[src/rtl/reflet_ram_dual_port_clr_if.sv]
// reflet_ram_dual_port_clr_if: user-side bus of the clearable dual-port RAM.
interface reflet_ram_dual_port_clr_if #(
  parameter int addrSize = 7,
  parameter int depth    = 16,
  parameter int lanes    = 2
);
  logic                enable;
  logic                clear;
  logic [addrSize-1:0] addr_read;
  logic [addrSize-1:0] addr_write;
  logic [depth-1:0]    data_in;
  logic                write_en;
  logic [lanes-1:0]    write_mask;
  logic [depth-1:0]    data_out;
  logic                read_valid;
  logic                busy;
  modport master (
    output enable, clear, addr_read, addr_write, data_in, write_en, write_mask,
    input  data_out, read_valid, busy
  );
  modport slave (
    input  enable, clear, addr_read, addr_write, data_in, write_en, write_mask,
    output data_out, read_valid, busy
  );
endinterface

[src/rtl/reflet_ram_dual_port_clr.sv]
// reflet_ram_dual_port_clr: lane-masked 1W/1R RAM with RDW policy and sequential clear sweep.
// Define REFLET_RAM_OUTPUT_REG_EN to add an output pipeline stage (read latency 2).
module reflet_ram_dual_port_clr #(
  parameter int               addrSize   = 7,
  parameter int               size       = 128,
  parameter int               depth      = 16,
  parameter int               laneWidth  = 8,
  parameter int               readNew    = 0,
  parameter logic [depth-1:0] clearValue = '0
) (
  input logic                       clk,
  input logic                       rst_n,
  reflet_ram_dual_port_clr_if.slave bus
);
  localparam int lanes = depth / laneWidth;
  typedef enum logic {CLEAR, IDLE} state_t;
  state_t              state_q;
  logic [addrSize-1:0] cnt_q;
  logic                busy_q;
  logic [depth-1:0]    mem_q [size];
  logic [depth-1:0]    old_w, new_w, rdata_d, rdata_q;
  logic                rd_acc, rd_ok, wr_acc, rv_q;
  assign rd_acc  = bus.enable && !busy_q;
  assign rd_ok   = 32'(bus.addr_read) < size;
  assign wr_acc  = bus.enable && bus.write_en && !busy_q && !bus.clear && 32'(bus.addr_write) < size;
  assign old_w   = rd_ok ? mem_q[bus.addr_read] : '0;
  always_comb begin
    new_w = old_w;
    for (int k = 0; k < lanes; k++)
      new_w[k*laneWidth +: laneWidth] = bus.write_mask[k] ? bus.data_in[k*laneWidth +: laneWidth]
                                                          : old_w[k*laneWidth +: laneWidth];
  end
  // a same-address accepted write implies the read address is in range
  assign rdata_d = !rd_acc ? '0 :
                   (readNew != 0 && wr_acc && bus.addr_write == bus.addr_read) ? new_w : old_w;
  always_ff @(posedge clk or negedge rst_n) begin
    if (!rst_n) begin
      state_q <= CLEAR;
      cnt_q   <= '0;
      busy_q  <= 1'b1;
    end else if (state_q == CLEAR) begin
      cnt_q <= bus.clear ? '0 : cnt_q + 1'b1;
      if (!bus.clear && 32'(cnt_q) == size - 1) begin
        state_q <= IDLE;
        busy_q  <= 1'b0;
      end
    end else if (bus.clear) begin
      state_q <= CLEAR;
      cnt_q   <= '0;
      busy_q  <= 1'b1;
    end
  end
  // array has no reset so it can map onto block RAM
  always_ff @(posedge clk) begin
    if (busy_q)
      mem_q[cnt_q] <= clearValue;
    else if (wr_acc)
      for (int k = 0; k < lanes; k++)
        if (bus.write_mask[k])
          mem_q[bus.addr_write][k*laneWidth +: laneWidth] <= bus.data_in[k*laneWidth +: laneWidth];
  end
  always_ff @(posedge clk or negedge rst_n) begin
    if (!rst_n) begin
      rdata_q <= '0;
      rv_q    <= 1'b0;
    end else begin
      rdata_q <= rdata_d;
      rv_q    <= rd_acc;
    end
  end
`ifdef REFLET_RAM_OUTPUT_REG_EN
  logic [depth-1:0] rdata2_q;
  logic             rv2_q;
  always_ff @(posedge clk or negedge rst_n) begin
    if (!rst_n) begin
      rdata2_q <= '0;
      rv2_q    <= 1'b0;
    end else begin
      rdata2_q <= rdata_q;
      rv2_q    <= rv_q;
    end
  end
  assign bus.data_out   = rdata2_q;
  assign bus.read_valid = rv2_q;
`else
  assign bus.data_out   = rdata_q;
  assign bus.read_valid = rv_q;
`endif
  assign bus.busy = busy_q;
endmodule
[src/flat_wrapper.sv]
// flat-port wrapper written by rule: the top's interface ports become plain ports
module reflet_ram_dual_port_clr_flat 
#(
  parameter int               addrSize   = 7,
  parameter int               size       = 128,
  parameter int               depth      = 16,
  parameter int               laneWidth  = 8,
  parameter int               readNew    = 0,
  parameter logic [depth-1:0] clearValue = '0
)
  (clk, rst_n, bus_enable, bus_clear, bus_addr_read, bus_addr_write, bus_data_in, bus_write_en, bus_write_mask, bus_data_out, bus_read_valid, bus_busy);
  reflet_ram_dual_port_clr_if #(.addrSize(addrSize), .depth(depth)) bus_i ();
  input logic clk;
  input logic rst_n;
  input wire logic [$bits(bus_i.enable)-1:0] bus_enable;
  input wire logic [$bits(bus_i.clear)-1:0] bus_clear;
  input wire logic [$bits(bus_i.addr_read)-1:0] bus_addr_read;
  input wire logic [$bits(bus_i.addr_write)-1:0] bus_addr_write;
  input wire logic [$bits(bus_i.data_in)-1:0] bus_data_in;
  input wire logic [$bits(bus_i.write_en)-1:0] bus_write_en;
  input wire logic [$bits(bus_i.write_mask)-1:0] bus_write_mask;
  output wire logic [$bits(bus_i.data_out)-1:0] bus_data_out;
  output wire logic [$bits(bus_i.read_valid)-1:0] bus_read_valid;
  output wire logic [$bits(bus_i.busy)-1:0] bus_busy;
  assign bus_i.enable = bus_enable;
  assign bus_i.clear = bus_clear;
  assign bus_i.addr_read = bus_addr_read;
  assign bus_i.addr_write = bus_addr_write;
  assign bus_i.data_in = bus_data_in;
  assign bus_i.write_en = bus_write_en;
  assign bus_i.write_mask = bus_write_mask;
  assign bus_data_out = bus_i.data_out;
  assign bus_read_valid = bus_i.read_valid;
  assign bus_busy = bus_i.busy;
  reflet_ram_dual_port_clr #(.addrSize(addrSize), .size(size), .depth(depth), .laneWidth(laneWidth), .readNew(readNew), .clearValue(clearValue)) u_core (.clk(clk), .rst_n(rst_n), .bus(bus_i));
endmodule
[config.mk]
export PLATFORM = sky130hd
export DESIGN_NAME = reflet_ram_dual_port_clr_flat
export DESIGN_NICKNAME = d
export VERILOG_FILES = /design/src/rtl/reflet_ram_dual_port_clr_if.sv /design/src/rtl/reflet_ram_dual_port_clr.sv /design/src/flat_wrapper.sv
export SDC_FILE = /design/constraint.sdc
export NUM_CORES = 2
export LEC_CHECK = 0
export ABC_AREA = 1
export BUFFER_PORTS_ARGS = -buffer_cell sky130_fd_sc_hd__buf_2
export CAP_MARGIN = 10
export CORE_MARGIN = 2
export CORE_UTILIZATION = 55
export CTS_BUF_LIST = sky130_fd_sc_hd__clkbuf_8
export CTS_CLUSTER_DIAMETER = 120
export DETAILED_ROUTE_END_ITERATION = 8
export GPL_TIMING_DRIVEN = 0
export PLACE_DENSITY = 0.71
export REMOVE_ABC_BUFFERS = 1
export SLEW_MARGIN = 10
export SYNTH_ARGS = -nofsm -noshare
export SYNTH_HDL_FRONTEND = slang
export SYNTH_SLANG_ARGS = --single-unit
[constraint.sdc]
create_clock -name clk -period 6.5 [get_ports clk]
set_input_delay 0.325 -clock clk [delete_from_list [all_inputs] [get_ports clk]]
set_output_delay 0.325 -clock clk [all_outputs]
set_load 0.05 [all_outputs]
-- After elaboration in Yosys (flattened, before gate mapping)
Memories as Yosys holds them, arrays and structs flattened.
Index checks and enable logic that the tools add are counted.
W data, S select, Z words.
- register bits: 26
- bits in writable memories: 2048
- input bits: 37
- memories: 1
- memory list (memory ; words ; width ; rd ports ; clocked after Yosys merged registers in ; wr ports ; line ; source):
    u_core.mem_q ; 128 ; 16 ; 1 ; 0 ; 1 ; reflet_ram_dual_port_clr.sv:20 ; logic [depth-1:0] mem_q [size];
- $add $sub $neg: 1
- equality and inequality tests: 2
- mux-type cells: 23
- reductions and logical operators: 10
- operator list (operator ; count):
    $mux W16 ; 2
    $mux W7 ; 4
    $mux W1 ; 16
    $reduce_or A16 Y1 ; 1
    $add A7 B1 Y7 const B ; 1
    $eq A7 B7 Y1 const B ; 1
    $logic_and A1 B1 Y1 ; 5
    $logic_not A1 Y1 ; 2
    $mux W2 ; 1
    $ne A2 B2 Y1 const B ; 1
    $reduce_and A2 Y1 ; 1
    $reduce_bool A2 Y1 ; 1

-- Logic depth before layout (Yosys ltp)
- depth after elaboration: 8
- depth in mapped cells: 15
- mapped depth without buffers: 11

-- Least setup slack after synthesis
Ideal clock, no wire load.
- path kind: flip-flop to flip-flop
- start point: register u_core.busy_q (netlist: u_core.bus.busy)
- end point: memory u_core.mem_q[0][10], data pin
- arrival time: 4194 ps
- required time: 5702 ps
- setup slack: 1509 ps
- stages on the path, launching flop included: 8
- buffers on the path: 2
- period minus slack after synthesis: 4991 ps
- cells stage by stage: dfstp_2 -> inv_2 -> nand2_1 -> nor2_4 -> o21ai_4 -> buf_4 -> clkbuf_1 -> nor2_1
- longest elaborated chain between the ends: 8
- elaborated cells between the ends (all ways): 11
- classes of those cells: mux (7); reduce/logical (4)
- RTL lines (item ; line ; source):
    start, declared ; reflet_ram_dual_port_clr.sv:19 ; logic busy_q;
    start signal, assigned ; reflet_ram_dual_port_clr.sv:40 ; busy_q <= 1'b1;
    start signal, assigned ; reflet_ram_dual_port_clr.sv:45 ; busy_q <= 1'b0;
    start signal, assigned ; reflet_ram_dual_port_clr.sv:50 ; busy_q <= 1'b1;
    $logic_not A1 Y1 ; reflet_ram_dual_port_clr.sv:25 ; assign wr_acc = bus.enable && bus.write_en && !busy_q && !bus.clear && 32'(bus.addr_write) < size;
    $logic_and A1 B1 Y1 (2 in a row) ; reflet_ram_dual_port_clr.sv:25 ;
    $mux W1 ; reflet_ram_dual_port_clr.sv:57 ; else if (wr_acc)
    $mux W1 ; reflet_ram_dual_port_clr.sv:55 ; if (busy_q)
    $mux W1 (implied by the code) ; reflet_ram_dual_port_clr.sv:60 ; mem_q[bus.addr_write][k*laneWidth +: laneWidth] <= bus.data_in[k*laneWidth +: laneWidth];
    $reduce_or A16 Y1 (no source line) * ; - ;
    $mux W16 (no source line) * ; - ;
    end, declared ; reflet_ram_dual_port_clr.sv:20 ;
Every way passes the cells marked *; elsewhere a longest branch is shown, timed or not.

-- Final worst setup path
- start point: input port bus_addr_read[0]
- end point: register u_core.rdata_q[2] (netlist: u_core.bus.data_out[2])
- longest elaborated chain between the ends: 2
- RTL lines (item ; line ; source):
    start, declared ; flat_wrapper.sv:17 ; input wire logic [$bits(bus_i.addr_read)-1:0] bus_addr_read;
    $mem_v2 Z128 W16 ; - ;
    $mux W16 ; reflet_ram_dual_port_clr.sv:34 ; assign rdata_d = !rd_acc ? '0 :
    net u_core.rdata_d[2] ; reflet_ram_dual_port_clr.sv:21 ; logic [depth-1:0] old_w, new_w, rdata_d, rdata_q;
    end signal, assigned ; reflet_ram_dual_port_clr.sv:67 ; rdata_q <= rdata_d;
    end, declared ; reflet_ram_dual_port_clr.sv:21 ;
The timed path passes the listed nets, and every way through them passes these cells.
A chain may end at the register's enable or synchronous reset.

==> Flow_metrics.wiki <==
{| class="wikitable"
! Metric !! Value
|-
| Run status || finished clean
|-
| Total placed cells including tap cells || 8966
|-
| Share of layout cells above drive strength 1 || 8.12%
|-
| Mean instance size in the synthesized netlist || 11.6 um^2
|-
| R2r setup slk || 2520 ps
|-
| Crit path launch type || input port
|-
| Routed Wire Length || 221000 um
|-
| Filler cells || 11500
|-
| Synthesized netlist cell count || 7270
|-
| Via count of the first global-routing pass || 53800
|-
| Multi-input combinational cell area || 20400 um^2
|-
| Routed Antenna Nets || 0
|-
| Post-place instance area || 88000 um^2
|-
| Cell area power density || 278 nW/um^2
|-
| Hold Violations, Final || 0
|-
| Post-route insts no fill || 9550
|-
| Area leader, netlist || edfxtp_1
|-
| Slowest CP cell || buf_16
|-
| Bufs on Longest Clock Path || 4
|-
| DRC violation count after routing || 0
|-
| Clock insertion delay at the later pin of the skew report || 1050 ps
|-
| Top area cells in the synthesized netlist || edfxtp_1 (73%), nand3_1 (11%), nand2_1 (10%), nor2_1 (1.4%), clkbuf_1 (0.98%)
|-
| Required time of the critical path || 7400 ps
|-
| Port Buffers || 54
|-
| Library cells used by synthesis || 27
|-
| Arrival time of the worst setup path || 5170 ps
|-
| Routed wire per std cell || 23.2 um
|-
| Die Outline Area || 157000 um^2
|-
| Library cell appearing most often on the critical path || buf_16
|-
| Hold Path Depth || 3
|-
| Crit path kind || in -> reg
|-
| Most common flop cell mapped by yosys || edfxtp_1
|-
| Part of the Yosys area used for sequential elements || 73.4%
|-
| Most frequent cells in the layout || nand2_1 (2351), edfxtp_1 (2048), nand3_1 (1936)
|-
| Startpoint of the lowest-slack hold path || bus_data_in[0]
|-
| Die boundary width || 396 um
|-
| Cells along the critical path || buf_8 > buf_16 > inv_8 > buf_16 > buf_16 > buf_16 > buf_16 > nand2_1 > nand3_1 > nand3_1 > nand3_1 > nand3_1 > nand2_1 > nand2_1 > nand2_1 > nor2_1 > nor2_1
|-
| Endpoint of the worst hold path || u_core.mem_q[112][0]
|-
| Buffer cell driving the clock tree root || clkbuf_8
|-
| Count of final setup violators || 0
|-
| Leakage power figure || 34.5 nW
|-
| Final design instance area without fill || 94000 um^2
|-
| Number of antenna violations at the first check in global routing || 13
|-
| I/O pin count || 55
|-
| Worst rel slew slack || 28.7%
|-
| Number of enable flip-flop cells after synthesis || 2048
|-
| Largest clock skew in the final design || 69.7 ps
|-
| Placeable core region || 152000 um^2
|-
| Number of synthesis warnings || 0
|-
| Capture point of the worst reg-to-reg path || u_core.mem_q[51][15]
|-
| Yosys reg bits || 2074
|-
| Maximum number of pins on one net before global-route repair || 147
|-
| Global-route wire length before repair || 328000 um
|-
| Max incr delay on CP || 460 ps
|-
| Sequential cell area || 62200 um^2
|-
| Effective utilization at floorplan || 55.5%
|-
| Mapped Area || 84600 um^2
|-
| Net count of the finished layout || 7327
|-
| CTS H-tree lvls || 5
|-
| Number of cells on the worst reg-to-reg path || 11
|-
| Global-route total usage across every layer || 27.9%
|-
| Layout area overhead || 11.0%
|-
| Class of the tightest hold or removal check || in -> reg
|-
| Final Critical Period || 4260 ps
|-
| Vert. Die Dim || 396 um
|-
| Sinks on the clock net || 2074
|-
| Fmax achieved || 234 MHz
|-
| Maximum Capacitance Violations || 0
|-
| Buffer count from post-CTS setup fixing || 0
|-
| Fraction of post-synthesis cell area in the top cell type by area || 72.7%
|-
| Post-detail-place hpwl || 135000 um
|-
| Worst supply voltage drop on vdd || 0.000145 V
|-
| Share of synthesized flip-flops with an asynchronous set or reset || 1.25%
|-
| Worst Setup End Kind || flop
|-
| # rows || 143
|-
| Clock tree from TritonCTS || done
|-
| Number of iterations in the first detailed-routing pass || 6
|-
| Clock transition at the registers of the reported paths || 70 ps
|-
| Leading cell type in the layout, fill and taps excluded || nand2_1
|-
| Final Slew Violations || 0
|-
| Unrepaired setup endpoints after global routing || no
|-
| Gr ovfl total || 0
|-
| Worst reg2reg startpoint || u_core.bus.busy
|-
| Final worst path period share || 65.6%
|-
| Via-per-instance ratio || 5.97
|-
| Transition time at the pin with the least slew margin || 1070 ps
|-
| Detailed Route Iter0 Violations || 8594
|-
| Via total after detailed routing || 57000
|-
| Maximum fanout count along the critical path || 146
|-
| Cts bufs inserted || 336
|-
| Global placement routability congestion || 0.948
|}
## sequential cells by signal (all words and copies together) (netlist names)
name	count
u_core.bus.busy	1
u_core.bus.data_out	16
u_core.bus.read_valid	1
u_core.cnt_q	7
u_core.mem_q	2048
u_core.state_q	1
## metrics by stage
stage / TNS [ps] / utilization [%] / setup WS, ps / power (mW) / hold slack (ps)
6_report: 0 / 61.6 / 2240 / 26.1 / 125
3_5_place_dp: 0 / 57.7 / 1360 / 16.3 / 446
4_1_cts: 0 / 61.6 / 2470 / 26.2 / 0.247
3_3_place_gp: - / 56.0 / -73960 / 16.5 / 437
5_1_grt: 0 / 61.6 / 2040 / 26.9 / 105
2_1_floorplan: -1105250 / - / -2470 / 15.7 / 29.4
## timing repair
action / 4_1_cts / 5_1_grt
gates resized for setup: 0 / 0
hold endpoints to repair: 506 / 0
hold buffers: 15 / 0
endpoints found under the setup margin: 0 / 0
## per-layer routing
metal  vias to the layer above  track usage, %  wire length, um
met5                         -               0              235
met4                        14            9.51             6440
met3                       446            7.59            26100
li1                      25700               -                -
met1                     27600            39.9            87400
met2                      3232            41.5           101000
## worst max-delay path by stage
stage	start	slack [ps]	cells after the start	endpoint
after floorplan	bus_addr_read[0]	-2470	11	u_core.bus.data_out[0]
after global placement	bus_addr_read[0]	-73960	12	u_core.bus.data_out[1]
after detailed placement	bus_addr_read[0]	1360	17	u_core.bus.data_out[8]
after CTS	bus_addr_read[0]	2470	17	u_core.bus.data_out[8]
after global routing	bus_addr_read[0]	2040	17	u_core.bus.data_out[8]
final	bus_addr_read[0]	2240	17	u_core.bus.data_out[2]
## cells in the mapped netlist (4+ instances only)
cell type and number:
nand2_2 14, dfrtp_1 25, buf_4 10, nand3_1 1936, a21oi_1 5, nor2_2 5
buf_1 88, buf_6 4, edfxtp_1 2048, nor3_1 4, nor2_1 308, inv_1 35
o21ai_2 6, o21ai_0 6, inv_2 9, clkbuf_1 222, nand2_1 2351, buf_2 164
nor2_4 20
## final cells by class
| type | instances | area share (%) |
|---|---|---|
| inverters | 46 | 0.224 |
| clock buffers | 345 | 5.05 |
| repair buffers | 169 | 3.07 |
| multi-input cells | 4662 | 21.7 |
| diodes | 5 | 0.0133 |
| well taps | 2030 | 2.70 |
| clock inverters | 219 | 1.13 |
| flip-flops and latches | 2074 | 66.1 |
## report_power, final
| part | leakage, nW | internal, mW | switching [mW] | total (mW) |
|---|---|---|---|---|
| Clock | 3.39 | 5.16 | 4.93 | 10.1 |
| Sequential | 19.2 | 14.5 | 0.0141 | 14.6 |
| Combinational | 11.8 | 0.407 | 1.08 | 1.49 |
| Total | 34.5 | 20.1 | 6.02 | 26.1 |
## worst max-delay path, delay by kind of cell
kind	cells	cell delay (ps)
buffers and inverters	7	2640
AND/OR/NAND/NOR	10	1450
## logic make-up after synthesis
| family | count (synthesis) | share of synthesized area, % |
|---|---|---|
| AND/OR/NAND/NOR | 4639 | 23.7 |
| AO/OA/AOI/OAI | 22 | 0.188 |
| buffers and inverters | 534 | 2.70 |
| adder cells (fa/ha/maj) | 1 | 0.0148 |
| flip-flops | 2074 | 73.4 |
Power figures use the tool's default switching activity.
